===== config.mk =====
export PLATFORM = sky130hd
export DESIGN_NAME = alu_serial_sequencer
export DESIGN_NICKNAME = d
export VERILOG_FILES = /design/src/rtl/alu_ops_pkg.sv /design/src/rtl/alu_bit_slice.sv /design/src/rtl/alu_serial_sequencer.sv
export SDC_FILE = /design/constraint.sdc
export NUM_CORES = 1
export LEC_CHECK = 0
export CAP_MARGIN = 20
export CORE_ASPECT_RATIO = 0.8
export CORE_UTILIZATION = 50
export DETAILED_ROUTE_END_ITERATION = 8
export PLACE_DENSITY = 0.77
export SLEW_MARGIN = 30
export SYNTH_ARGS = -nofsm -noshare
export SYNTH_HDL_FRONTEND = slang
export SYNTH_SLANG_ARGS = --single-unit
export TNS_END_PERCENT = 1

===== constraint.sdc =====
create_clock -name clk -period 4.5 [get_ports clk]
set_clock_uncertainty 0.1 [all_clocks]
set_input_delay 0.675 -clock clk [delete_from_list [all_inputs] [get_ports clk]]
set_output_delay 0.675 -clock clk [all_outputs]
set_load 0.005 [all_outputs]

===== src/rtl/alu_ops_pkg.sv =====
// Shared funct codes, FSM states and decode helpers for the bit-serial ALU sequencer.
package alu_ops_pkg;

  localparam int unsigned FUNCT_W = 6;

  localparam logic [FUNCT_W-1:0] FUNCT_AND = 6'b100100;
  localparam logic [FUNCT_W-1:0] FUNCT_OR  = 6'b100101;
  localparam logic [FUNCT_W-1:0] FUNCT_ADD = 6'b100000;
  localparam logic [FUNCT_W-1:0] FUNCT_SUB = 6'b100010;
  localparam logic [FUNCT_W-1:0] FUNCT_SLT = 6'b101010;

  typedef enum logic [1:0] {StIdle, StRun, StSltFix, StDone} state_e;

  typedef enum logic [1:0] {SliceAnd, SliceOr, SliceAdd} slice_op_e;

  function automatic logic is_legal_op(input logic [FUNCT_W-1:0] funct);
    return (funct == FUNCT_AND) || (funct == FUNCT_OR) || (funct == FUNCT_ADD) ||
           (funct == FUNCT_SUB) || (funct == FUNCT_SLT);
  endfunction

  // SUB and SLT both compute A + ~B + 1.
  function automatic logic op_inverts(input logic [FUNCT_W-1:0] funct);
    return (funct == FUNCT_SUB) || (funct == FUNCT_SLT);
  endfunction

  function automatic slice_op_e slice_op(input logic [FUNCT_W-1:0] funct);
    slice_op_e op;
    if (funct == FUNCT_AND) begin
      op = SliceAnd;
    end else if (funct == FUNCT_OR) begin
      op = SliceOr;
    end else begin
      op = SliceAdd;
    end
    return op;
  endfunction

endpackage


===== src/rtl/alu_bit_slice.sv =====
// One-bit ALU slice: AND, OR or full-adder sum, with optional B inversion.
module alu_bit_slice
  import alu_ops_pkg::*;
(
  input  logic      a,
  input  logic      b,
  input  logic      c_in,
  input  logic      invert,
  input  slice_op_e op,
  output logic      result,
  output logic      c_out
);

  logic b_eff;

  always_comb begin
    b_eff  = b ^ invert;
    c_out  = (a & b_eff) | (c_in & (a ^ b_eff));
    result = 1'b0;
    unique case (op)
      SliceAnd: result = a & b_eff;
      SliceOr:  result = a | b_eff;
      default:  result = a ^ b_eff ^ c_in;
    endcase
  end

endmodule


===== src/rtl/alu_serial_sequencer.sv =====
// Bit-serial ALU: walks one alu_bit_slice across WIDTH cycles for AND/OR/ADD/SUB/SLT,
// with SLT finalised from the MSB sum and overflow.
module alu_serial_sequencer
  import alu_ops_pkg::*;
#(
  parameter int unsigned WIDTH = 32,
  parameter int unsigned CNT_W = 5
) (
  input  logic               clk,
  input  logic               reset,
  input  logic               start,
  input  logic [WIDTH-1:0]   dataA,
  input  logic [WIDTH-1:0]   dataB,
  input  logic [FUNCT_W-1:0] Signal,
  output logic               busy,
  output logic               done,
  output logic               err,
  output logic [WIDTH-1:0]   dataOut
);

  localparam logic [CNT_W-1:0] CntLast = CNT_W'(WIDTH - 1);

  state_e               state_q, state_d;
  logic [WIDTH-1:0]     a_q, a_d, b_q, b_d;
  logic [WIDTH-1:0]     res_q, res_d;
  logic [WIDTH-1:0]     data_out_q, data_out_d;
  logic [FUNCT_W-1:0]   op_q, op_d;
  logic [CNT_W-1:0]     cnt_q, cnt_d;
  logic                 carry_q, carry_d;
  logic                 c_in_msb_q, c_in_msb_d;
  logic                 sum_msb_q, sum_msb_d;
  logic                 err_q, err_d;
  logic                 slice_out, slice_cout, less;

  alu_bit_slice u_slice (
    .a      (a_q[cnt_q]),
    .b      (b_q[cnt_q]),
    .c_in   (carry_q),
    .invert (op_inverts(op_q)),
    .op     (slice_op(op_q)),
    .result (slice_out),
    .c_out  (slice_cout)
  );

  // In SltFix carry_q holds the carry out of the MSB.
  assign less = sum_msb_q ^ (c_in_msb_q ^ carry_q);

  always_comb begin
    state_d    = state_q;
    a_d        = a_q;
    b_d        = b_q;
    op_d       = op_q;
    cnt_d      = cnt_q;
    carry_d    = carry_q;
    res_d      = res_q;
    c_in_msb_d = c_in_msb_q;
    sum_msb_d  = sum_msb_q;
    data_out_d = data_out_q;
    err_d      = err_q;
    unique case (state_q)
      StIdle: begin
        if (start) begin
          a_d     = dataA;
          b_d     = dataB;
          op_d    = Signal;
          cnt_d   = '0;
          carry_d = op_inverts(Signal);
          res_d   = '0;
          if (is_legal_op(Signal)) begin
            err_d   = 1'b0;
            state_d = StRun;
          end else begin
            err_d      = 1'b1;
            data_out_d = '0;
            state_d    = StDone;
          end
        end
      end
      StRun: begin
        res_d[cnt_q] = slice_out;
        carry_d      = slice_cout;
        cnt_d        = cnt_q + CNT_W'(1);
        if (cnt_q == CntLast) begin
          c_in_msb_d = carry_q;
          sum_msb_d  = slice_out;
          if (op_q == FUNCT_SLT) begin
            state_d = StSltFix;
          end else begin
            data_out_d = res_d;
            state_d    = StDone;
          end
        end
      end
      StSltFix: begin
        res_d      = {{(WIDTH-1){1'b0}}, less};
        data_out_d = res_d;
        state_d    = StDone;
      end
      StDone: state_d = StIdle;
      default: state_d = StIdle;
    endcase
  end

  always_ff @(posedge clk or posedge reset) begin
    if (reset) begin
      state_q    <= StIdle;
      a_q        <= '0;
      b_q        <= '0;
      op_q       <= '0;
      cnt_q      <= '0;
      carry_q    <= 1'b0;
      res_q      <= '0;
      c_in_msb_q <= 1'b0;
      sum_msb_q  <= 1'b0;
      data_out_q <= '0;
      err_q      <= 1'b0;
    end else begin
      state_q    <= state_d;
      a_q        <= a_d;
      b_q        <= b_d;
      op_q       <= op_d;
      cnt_q      <= cnt_d;
      carry_q    <= carry_d;
      res_q      <= res_d;
      c_in_msb_q <= c_in_msb_d;
      sum_msb_q  <= sum_msb_d;
      data_out_q <= data_out_d;
      err_q      <= err_d;
    end
  end

  assign busy    = (state_q == StRun) || (state_q == StSltFix);
  assign done    = (state_q == StDone);
  assign err     = done & err_q;
  assign dataOut = data_out_q;

endmodule


=== Yosys cells after proc, flatten, opt, wreduce, memory -nomap -nowiden ===
Cells that the tools add are included.

* Flip-flop bits (word level): 145
* Bits of input ports: 73
* Output and inout bits: 35
* Logic and storage cells: 87

* Add/subtract/negate cells: 1
* Order comparisons: 2
* Eq/ne operators: 18
* Mux-type cells: 27
* Bitwise operators: 10
* Reduce and logical (&&, ||, !) cells: 18

{| class="wikitable"
|+ Operators with widths
! kind !! number
|-
| $pmux W32 S3 || 2
|-
| $mux W32 || 5
|-
| $eq A6 B6 Y1 const B || 9
|-
| $bwmux W32 || 1
|-
| $bmux W1 S5 || 2
|-
| $mux W2 || 5
|-
| $pmux W5 S2 || 1
|-
| $reduce_and A2 Y1 || 5
|-
| $ne A2 B2 Y1 const B || 4
|-
| $pmux W2 S4 || 1
|-
| $logic_or A1 B1 Y1 || 7
|-
| $lt A5 B6 Y1 const B || 1
|-
| $mux W1 || 6
|-
| $add A5 B1 Y5 const B || 1
|-
| $demux W1 S5 || 1
|-
| $eq A5 B5 Y1 const B || 1
|-
| $ge A5 B1 Y1 const B || 1
|-
| $mux W5 || 1
|-
| $reduce_and A5 Y1 || 1
|-
| $xor A1 B1 Y1 || 5
|-
| $eq A2 B1 Y1 const B || 2
|-
| $eq A2 B2 Y1 const B || 2
|-
| $logic_not A2 Y1 || 2
|-
| $pmux W1 S2 || 2
|-
| other kinds (5) || 8
|}

=== Depth between registers and ports, before layout ===
Gate-level depths: netlist of the first run.

* Word-level depth: 10
* Mapped depth: 14
* Gate-level depth less buffers: 11

=== Modules after synthesis ===
A second synthesis of the first run with hierarchy kept.

* Cells, all modules: 543
* Area, all modules: 7049.3 um2

{| class="wikitable"
|+ Modules (own cells, without submodules)
! module !! times used !! cells an instance !! area each (um2) !! sequential area each (um2)
|-
| alu_serial_sequencer || 1 || 531 || 6955.4 || 3628.5
|-
| alu_bit_slice || 1 || 12 || 93.8 || 0.0
|}

=== Worst setup path after synthesis of the first run ===
Ideal clock, no wire load.

* Path kind: register to register
* Start: reg cnt_q[0]
* End: reg res_q[28]
* Setup time: 0.081 ns
* Data arrival time: 3.403 ns
* Data required time: 4.319 ns
* Slack: 0.917 ns
* Cell stages (with the launch flop): 13
* Buffers on the path: 3
* Clock period less this slack: 3.583 ns
* Path through: dfrtp_1 buf_4 mux4_2 mux4_2 nand2_1 and2_1 inv_1 fa_1 o21ba_1 buf_6 or4_4 buf_6 o22ai_2

* Word-level cells in the longest chain between the ends: 8
* Elaborated cells on any way between the ends: 17
* Those cells by class: order compare: 2; mux: 9; bitwise: 5; reduce/logical: 1

{| class="wikitable"
|+ Ends and longest elaborated chain
! element !! RTL line !! RTL
|-
| start, declared || alu_serial_sequencer.sv:28 || <nowiki>logic [CNT_W-1:0] cnt_q, cnt_d;</nowiki>
|-
| start signal, assigned || alu_serial_sequencer.sv:122 || <nowiki>cnt_q <= cnt_d;</nowiki>
|-
| $bmux W1 S5 || alu_serial_sequencer.sv:37 || <nowiki>.b (b_q[cnt_q]),</nowiki>
|-
| $mux W1 (implied by the code) || alu_serial_sequencer.sv:37 ||
|-
| $xor A1 B1 Y1 || alu_bit_slice.sv:17 || <nowiki>b_eff = b ^ invert;</nowiki>
|-
| $xor A1 B1 Y1 (2 in a row) || alu_bit_slice.sv:23 || <nowiki>default: result = a ^ b_eff ^ c_in;</nowiki>
|-
| $pmux W1 S2 || alu_bit_slice.sv:20 || <nowiki>unique case (op)</nowiki>
|-
| $bwmux W32 * || alu_serial_sequencer.sv:80 || <nowiki>res_d[cnt_q] = slice_out;</nowiki>
|-
| $pmux W32 S3 * || alu_serial_sequencer.sv:60 || <nowiki>unique case (state_q)</nowiki>
|-
| end signal, assigned || alu_serial_sequencer.sv:124 || <nowiki>res_q <= res_d;</nowiki>
|-
| end, declared || alu_serial_sequencer.sv:25 || <nowiki>logic [WIDTH-1:0] res_q, res_d;</nowiki>
|}

Mark *: on every way between the ends. The rest lies on a longest branch, timed or not. The select of a mux whose other input is x is not followed.
A chain may end at the register's enable or synchronous reset.

=== Worst setup path after layout of the first run ===
* Start: reg cnt_q[0]
* End: reg res_q[15]

The elaborated chain is that of the path after synthesis.

==> results of run 1 <==
[state kept, by name, summed over array words and instances (netlist names)]
signal and cells:
dataOut 32, err_q 1, c_in_msb_q 1, b_q 32, sum_msb_q 1, op_q 6
cnt_q 5, res_q 32, a_q 32, carry_q 1, state_q 2
[how the worst min path moves through the flow]
| stage | end |
|---|---|
| after floorplan | c_in_msb_q$_DFFE_PP0P_ |
| after global placement | dataOut[1]$_DFFE_PP0P_ |
| after detailed placement | dataOut[27]$_DFFE_PP0P_ |
| after CTS | dataOut[27]$_DFFE_PP0P_ |
| after global routing | dataOut[11]$_DFFE_PP0P_ |
| final | dataOut[26]$_DFFE_PP0P_ |
[stage by stage]
| step | instance area, um^2 | total power [mW] | setup slack (ns) |
|---|---|---|---|
| 6_report | 9090 | 5.53 | 0.447 |
| 3_5_place_dp | 8520 | 4.14 | 0.390 |
| 2_1_floorplan | 7390 | 3.65 | 0.917 |
| 5_1_grt | 9090 | 5.85 | 0.226 |
| 3_3_place_gp | 8520 | 4.05 | 0.535 |
| 4_1_cts | 9090 | 5.55 | 0.393 |
[cell usage in the layout (no fill, tap or decap), drive strengths merged, types with 2 or more instances in the layout]
cell,netlist,final
a21oi,68,68
a22o,2,2
a32o,2,2
and2,5,5
buf,26,13
clkbuf,30,17
clkdlybuf4s50,0,107
clkinv,0,5
clkinvlp,0,3
dfrtp,145,145
ha,11,11
inv,32,38
mux2,71,71
mux2i,10,10
mux4,14,14
nand2,56,56
nand2b,7,7
nand3,21,21
nand4,4,4
nand4bb,2,2
nor2,4,4
nor2b,9,9
nor3,32,32
o21a,2,2
o21ai,31,31
o221ai,5,5
o22ai,20,20
o31ai,34,34
or2,2,2
[power by group through the flow]
stage / clock, mW / combinational [mW] / sequential (mW)
2_1_floorplan: 0 / 1.82 / 1.83
3_5_place_dp: 0 / 2.19 / 1.95
5_1_grt: 1.45 / 2.42 / 1.97
3_3_place_gp: 0 / 2.12 / 1.93
6_report: 1.38 / 2.23 / 1.93
4_1_cts: 1.40 / 2.22 / 1.93
[cell usage after synthesis (all sizes together), types with 2 or more instances]
cell     number
a32o          2
buf          26
a22o          2
clkbuf       30
nand3        21
inv          32
nor2          4
dfrtp       145
or2           2
nand4         4
mux2         71
nand2        56
o22ai        20
o221ai        5
and2          5
nand4bb       2
o31ai        34
nor3         32
ha           11
mux4         14
nor2b         9
a21oi        68
mux2i        10
o21ai        31
o21a          2
nand2b        7
[final cells by class]
type,instances,area share (%)
multi-input combinational,426,36.9
inverter,32,1.36
tap,184,2.53
timing repair buffer,120,13.0
clock inverter,15,1.66
sequential,145,39.9
clock buffer,17,4.68
[critical path, stage by stage (launching register included)]
cell and delay (ns):
dfrtp_1 0.65, buf_4 0.29, mux4_2 0.51, mux2i_1 0.14
mux2_2 0.16, a21oi_1 0.12, xor2_1 0.25, fa_1 0.50
o21ba_1 0.17, or4_4 0.81, o22ai_2 0.23
[cells by family after synthesis]
kind of cell | after synthesis | share of synthesized area (%)
compound gates | 169 | 16.2
simple gates | 147 | 10.1
flops | 145 | 49.1
mux | 95 | 16.4
buf+inv | 88 | 5.52
fa+ha+maj | 12 | 2.13
xor+xnor | 3 | 0.559
[metal layers]
layer | global-route usage [%] | wire length [um]
met3 | 5.72 | 908
met5 | 0 | 0
met4 | 6.16 | 183
met1 | 33.4 | 7780
met2 | 37.0 | 8150
==> metrics.md, run 1 <==
| Metric | Value |
|---|---|
| HP Class | flip-flop to flip-flop |
| Yosys reg bits | 145 |
| Crit path launch | cnt_q[0]$_DFFE_PP0P_ |
| Final Hold Fails | 0 |
| Area added between synthesis and finish | 23.1% |
| Warnings, synthesis | 0 |
| Fin crit period | 4.05 ns |
| Layout cells sized above 1 | ~22% |
| Vias in the first global route | ~5,400 |
| CTS tree | yes |
| Ys async rst share | 100% |
| Final #Nets | 827 |
| Fmax | 0.247 GHz |
| Power Density | 608 nW/um^2 |
| Hold_sp | dataOut[26]$_DFFE_PP0P_ |
| Row Count | 39 |
| R2R Setup Slk | 0.45 ns |
| Switching Fraction | 37.9% |
| Run status | finished clean |
| Die X | 138 um |
| Clk buf depth | 2 |
| Clock share of power | 24.9% |
| Internal power | 3.44 mW |
| Diode count | 0 |
| Hold Crit Depth | 2 |
| CP Max Fanout | 31 |
| Chip height | between 100 and 150 um |
| First drt pass iteration count | 7 |
| Worst-Skew Late Latency | 0.42 ns |
| DR DRC count | 0 |
| CTS root buf | clkbuf_16 |
| Library cells used by synthesis | 46 |
| WS Path Type | flip-flop to flip-flop |
| Placed cells | 907 |
| I/O pin count | 108 |
| Number of CTS-inserted buffers | 17 |
| Core area | 14,300 um^2 |
| Syn nets | 744 |
| Area contributors post-synth | dfrtp_1, mux2_2, a21oi_1, mux4_2, o31ai_1 |
| Initial antenna violation count | 0 |
| Leakage | 3.62 nW |
| Setup TNS | 0 ns |
| First-pass GRT wire length | 28,000 um |
| Critical Path Sink Type | flip-flop |
| Reg-to-reg startpoint | cnt_q[0]$_DFFE_PP0P_ |
| Routed WL | between 15,000 and 20,000 um |
| Slew Viols, Final | 0 |
| Number of synthesized flops with an enable pin | 0 |
| CP Launch Type | flip-flop |
| Count of hold-fix buffers inserted at cts | 0 |
| Peak supply drop | 0.430 mV |
| Worst setup path end | res_q[15]$_DFFE_PP0P_ |
| Initial Util | 51.5% |
| 1st-iter DRT viols | around 500 |
| H-tree levels | 4 |
| Seq/Total Area, Yosys | about half |
| Synthesized cell area | about 7400 um^2 |
| Postcts setup bufs | 0 |
| DR vias | 5,420 |
| Comb pwr share | 40.2% |
| Vias/cell | about 5.8 |
| Actual slew at the worst max-slew pin | 0.949 ns |
| Final GP Congestion | 0.792 |
| Routed WL per cell | 18.1 um |
| Die Area | around 15,000 um^2 |
| Syn Inst Count | between 600 and 700 |
| Post-route insts no fill | ~940 |
| Yosys top cell area share | slightly below 50% |
| Reg clk slew, reported paths | 0.06 ns |
| Leading area contributor after synthesis | dfrtp_1 |
| Fillers | between 1,000 and 1,500 |
| WHS | 0.380 ns |
| Psw | 2.09 mW |
| Total GRT Usage | 23.8% |
| Largest net degree at the start of global routing | 60 |
| Synth Flop Type | dfrtp_1 |
| Antenna-violating nets left | 0 |
| Syn avg cell area | ~11 um^2 |
| Crit path DAT | 4.29 ns |
| Slew HR | between 30% and 40% |
| DP Wirelength | around 11,000 um |
| # resized after CTS | 0 |
| RSZ-0062 raised after global routing | no |
| Post-layout util | 63.4% |
| Buffers added on ports | 107 |
| Register area | about 3600 um^2 |
| Required time worst endpoint | approximately 4.7 ns |
| Worst R2R Path Depth | 10 |
| CTS sink count | roughly 150 |
| GRT Residual Overflow | 0 |
| Reg-to-Reg End | res_q[15]$_DFFE_PP0P_ |
| Multi-input gate area in the final layout | 3350 um^2 |
| Final setup fails | 0 |
| Sequential group share of total power | about a third |
| Final period utilization | about nine tenths |
| Max-Cap Viols | 0 |
No activity file was read; power rests on OpenSTA's default activity.
==> inputs of run 2 (changes only) <==
CORE_UTILIZATION = 45   (was 50)
PLACE_DENSITY = 0.71   (was 0.77)
==> run 2 against run 1 <==
Compared with the run above:
- hold slack lost 0.0053 ns
- first-iteration DRC count is 7.2% lower
- utilization is 5.6 points lower
- critical endpoint is now res_q[27]$_DFFE_PP0P_
- sequential power barely moved
- highest routed layer unchanged
==> metrics.md, run 2 (same netlist as run 1, synthesis figures left out) <==
| Metric | Value |
|---|---|
| DR vias | 5,406 (was 5,420) |
| Die X | 145 um (was 138 um) |
| Post-layout util | 57.8% (was 63.4%) |
| Crit path DAT | 4.32 ns (was 4.29 ns) |
| Required time worst endpoint | 4.74 ns (about the same) |
| Run status | finished clean (unchanged) |
| Diode count | 0 (unchanged) |
| Routed WL per cell | 17.8 um (was 18.1 um) |
| HP Class | flip-flop to flip-flop (unchanged) |
| Most common cell after layout, fill and taps aside | dfrtp_1 (unchanged) |
| Total GRT Usage | 21.5% (was 23.8%) |
| Crit path launch | cnt_q[0]$_DFFE_PP0P_ (unchanged) |
| Peak supply drop | 0.287 mV (was 0.430 mV) |
| CP Launch Type | flip-flop (unchanged) |
| Final period utilization | 90.7% (was 90.1%) |
| Setup TNS | 0 ns (unchanged) |
| Vias/cell | 5.58 (was 5.77) |
| Max-Cap Viols | 0 (unchanged) |
| First drt pass iteration count | 7 (unchanged) |
| Slew Viols, Final | 0 (unchanged) |
| I/O pin count | 108 (unchanged) |
| Largest net degree at the start of global routing | 66 (was 60) |
| Critical Path Sink Type | flip-flop (unchanged) |
| Clk buf depth | 2 (unchanged) |
| Chip height | 117 um (was 111 um) |
| CP Max Fanout | 31 (unchanged) |
| Fillers | 1,335 (was 1,103) |
| Number of CTS-inserted buffers | 17 (unchanged) |
| Final #Nets | 826 (was 827) |
| WS Path Type | flip-flop to flip-flop (unchanged) |
| Fmax | 0.245 GHz (was 0.247 GHz) |
| DP Wirelength | 11,600 um (was 11,500 um) |
| GRT Residual Overflow | 0 (unchanged) |
| Buffers added on ports | 107 (unchanged) |
| Layout cells sized above 1 | 22.3% (about the same) |
| Die Area | 16,900 um^2 (was 15,300 um^2) |
| Vias in the first global route | 5,389 (was 5,445) |
| DR DRC count | 0 (unchanged) |
| Leakage | 3.65 nW (was 3.62 nW) |
| Antenna-violating nets left | 0 (unchanged) |
| Count of hold-fix buffers inserted at cts | 0 (unchanged) |
| Reg clk slew, reported paths | 0.06 ns (about the same) |
| CTS tree | yes (unchanged) |
| 1st-iter DRT viols | 466 (was 502) |
| # resized after CTS | 0 (unchanged) |
| Postcts setup bufs | 0 (unchanged) |
| Actual slew at the worst max-slew pin | 0.959 ns (was 0.949 ns) |
| Power Density | 604 nW/um^2 (was 608 nW/um^2) |
| Area added between synthesis and finish | 24.5% (was 23.1%) |
| Slew HR | 35.9% (was 36.6%) |
| First-pass GRT wire length | 28,300 um (was 28,000 um) |
| Core area | 15,900 um^2 (was 14,300 um^2) |
| CTS root buf | clkbuf_16 (unchanged) |
| Initial antenna violation count | 0 (unchanged) |
| Fin crit period | 4.08 ns (was 4.05 ns) |
| Reg-to-reg startpoint | cnt_q[0]$_DFFE_PP0P_ (unchanged) |
| Worst-Skew Late Latency | 0.43 ns (was 0.42 ns) |
| Hold_sp | dataOut[3]$_DFFE_PP0P_ (was dataOut[26]$_DFFE_PP0P_) |
| Initial Util | 46.5% (was 51.5%) |
| Most frequent cells in the layout | dfrtp_1, clkdlybuf4s50_1, mux2_2 (unchanged) |
| Final setup fails | 0 (unchanged) |
| Final Hold Fails | 0 (unchanged) |
| H-tree levels | 4 (unchanged) |
| Final GP Congestion | 0.771 (was 0.792) |
| Routed WL | 17,300 um (was 17,000 um) |
| Row Count | 41 (was 39) |
| RSZ-0062 raised after global routing | no (unchanged) |
| CTS sink count | 145 (unchanged) |
-- run 2: changes by cell type in the layout (fill, tap and decap cells not counted), sizes merged --
cell,previous run,this run
inv,38,36
buf,13,12
bufinv,1,2
clkbuf,17,18
-- run 2: critical path, cell delays in order (launching register included) --
cell	delay, ns
dfrtp_1	0.69
buf_4	0.30
mux4_2	0.53
mux2i_1	0.14
mux2_2	0.16
a21oi_1	0.12
xor2_1	0.24
fa_1	0.49
o21ba_1	0.16
or4_4	0.81
o22ai_2	0.24
-- run 2: path summary, 6_finish.rpt --
path	endpoint	slack (ns)	cells past startpoint
min reg2reg	dataOut[3]$_DFFE_PP0P_	0.37	2
min in group asynchronous	op_q[1]$_DFFE_PP0P_	0.53	2
min	dataOut[3]$_DFFE_PP0P_	0.37	2
max	res_q[27]$_DFFE_PP0P_	0.42	10
max reg2reg	res_q[27]$_DFFE_PP0P_	0.42	10
max in group asynchronous	a_q[0]$_DFFE_PP0P_	2.73	5
-- run 2: cell type report --
type | count | area (um^2) | share of cell area [%]
multi-input cells | 426 | 3370 | 36.6
well taps | 215 | 269 | 2.93
clock buffers | 18 | 439 | 4.78
inverters | 32 | 124 | 1.35
clock inverters | 14 | 155 | 1.69
flip-flops and latches | 145 | 3630 | 39.5
repair buffers | 119 | 1210 | 13.2
-- run 2: report_power, final --
part / switching, mW / total (mW) / internal (mW)
combinational: 1.26 / 2.22 / 0.965
sequential: 0.239 / 1.91 / 1.67
clock: 0.591 / 1.43 / 0.840
-- run 2: metrics by stage --
| step | setup slack [ns] | hold WS, ns | cells | power [mW] | cell area, um^2 |
|---|---|---|---|---|---|
| 2_1_floorplan | 0.917 | 0.352 | 659 | 3.65 | 7390 |
| 3_3_place_gp | 0.493 | 0.366 | 935 | 4.02 | 8530 |
| 3_5_place_dp | 0.384 | 0.365 | 937 | 4.12 | 8600 |
| 4_1_cts | 0.380 | 0.378 | 969 | 5.58 | 9190 |
| 5_1_grt | 0.170 | 0.408 | 969 | 5.90 | 9200 |
| 6_report | 0.420 | 0.375 | 969 | 5.56 | 9200 |
-- run 2: metal layers --
metal,vias to the layer above,global-route usage (%),wire length [um]
met5,-,0,0
met4,0,7.30,251
met3,22,5.12,873
met2,167,33.3,8120
met1,2670,29.9,8040
li1,2547,-,-
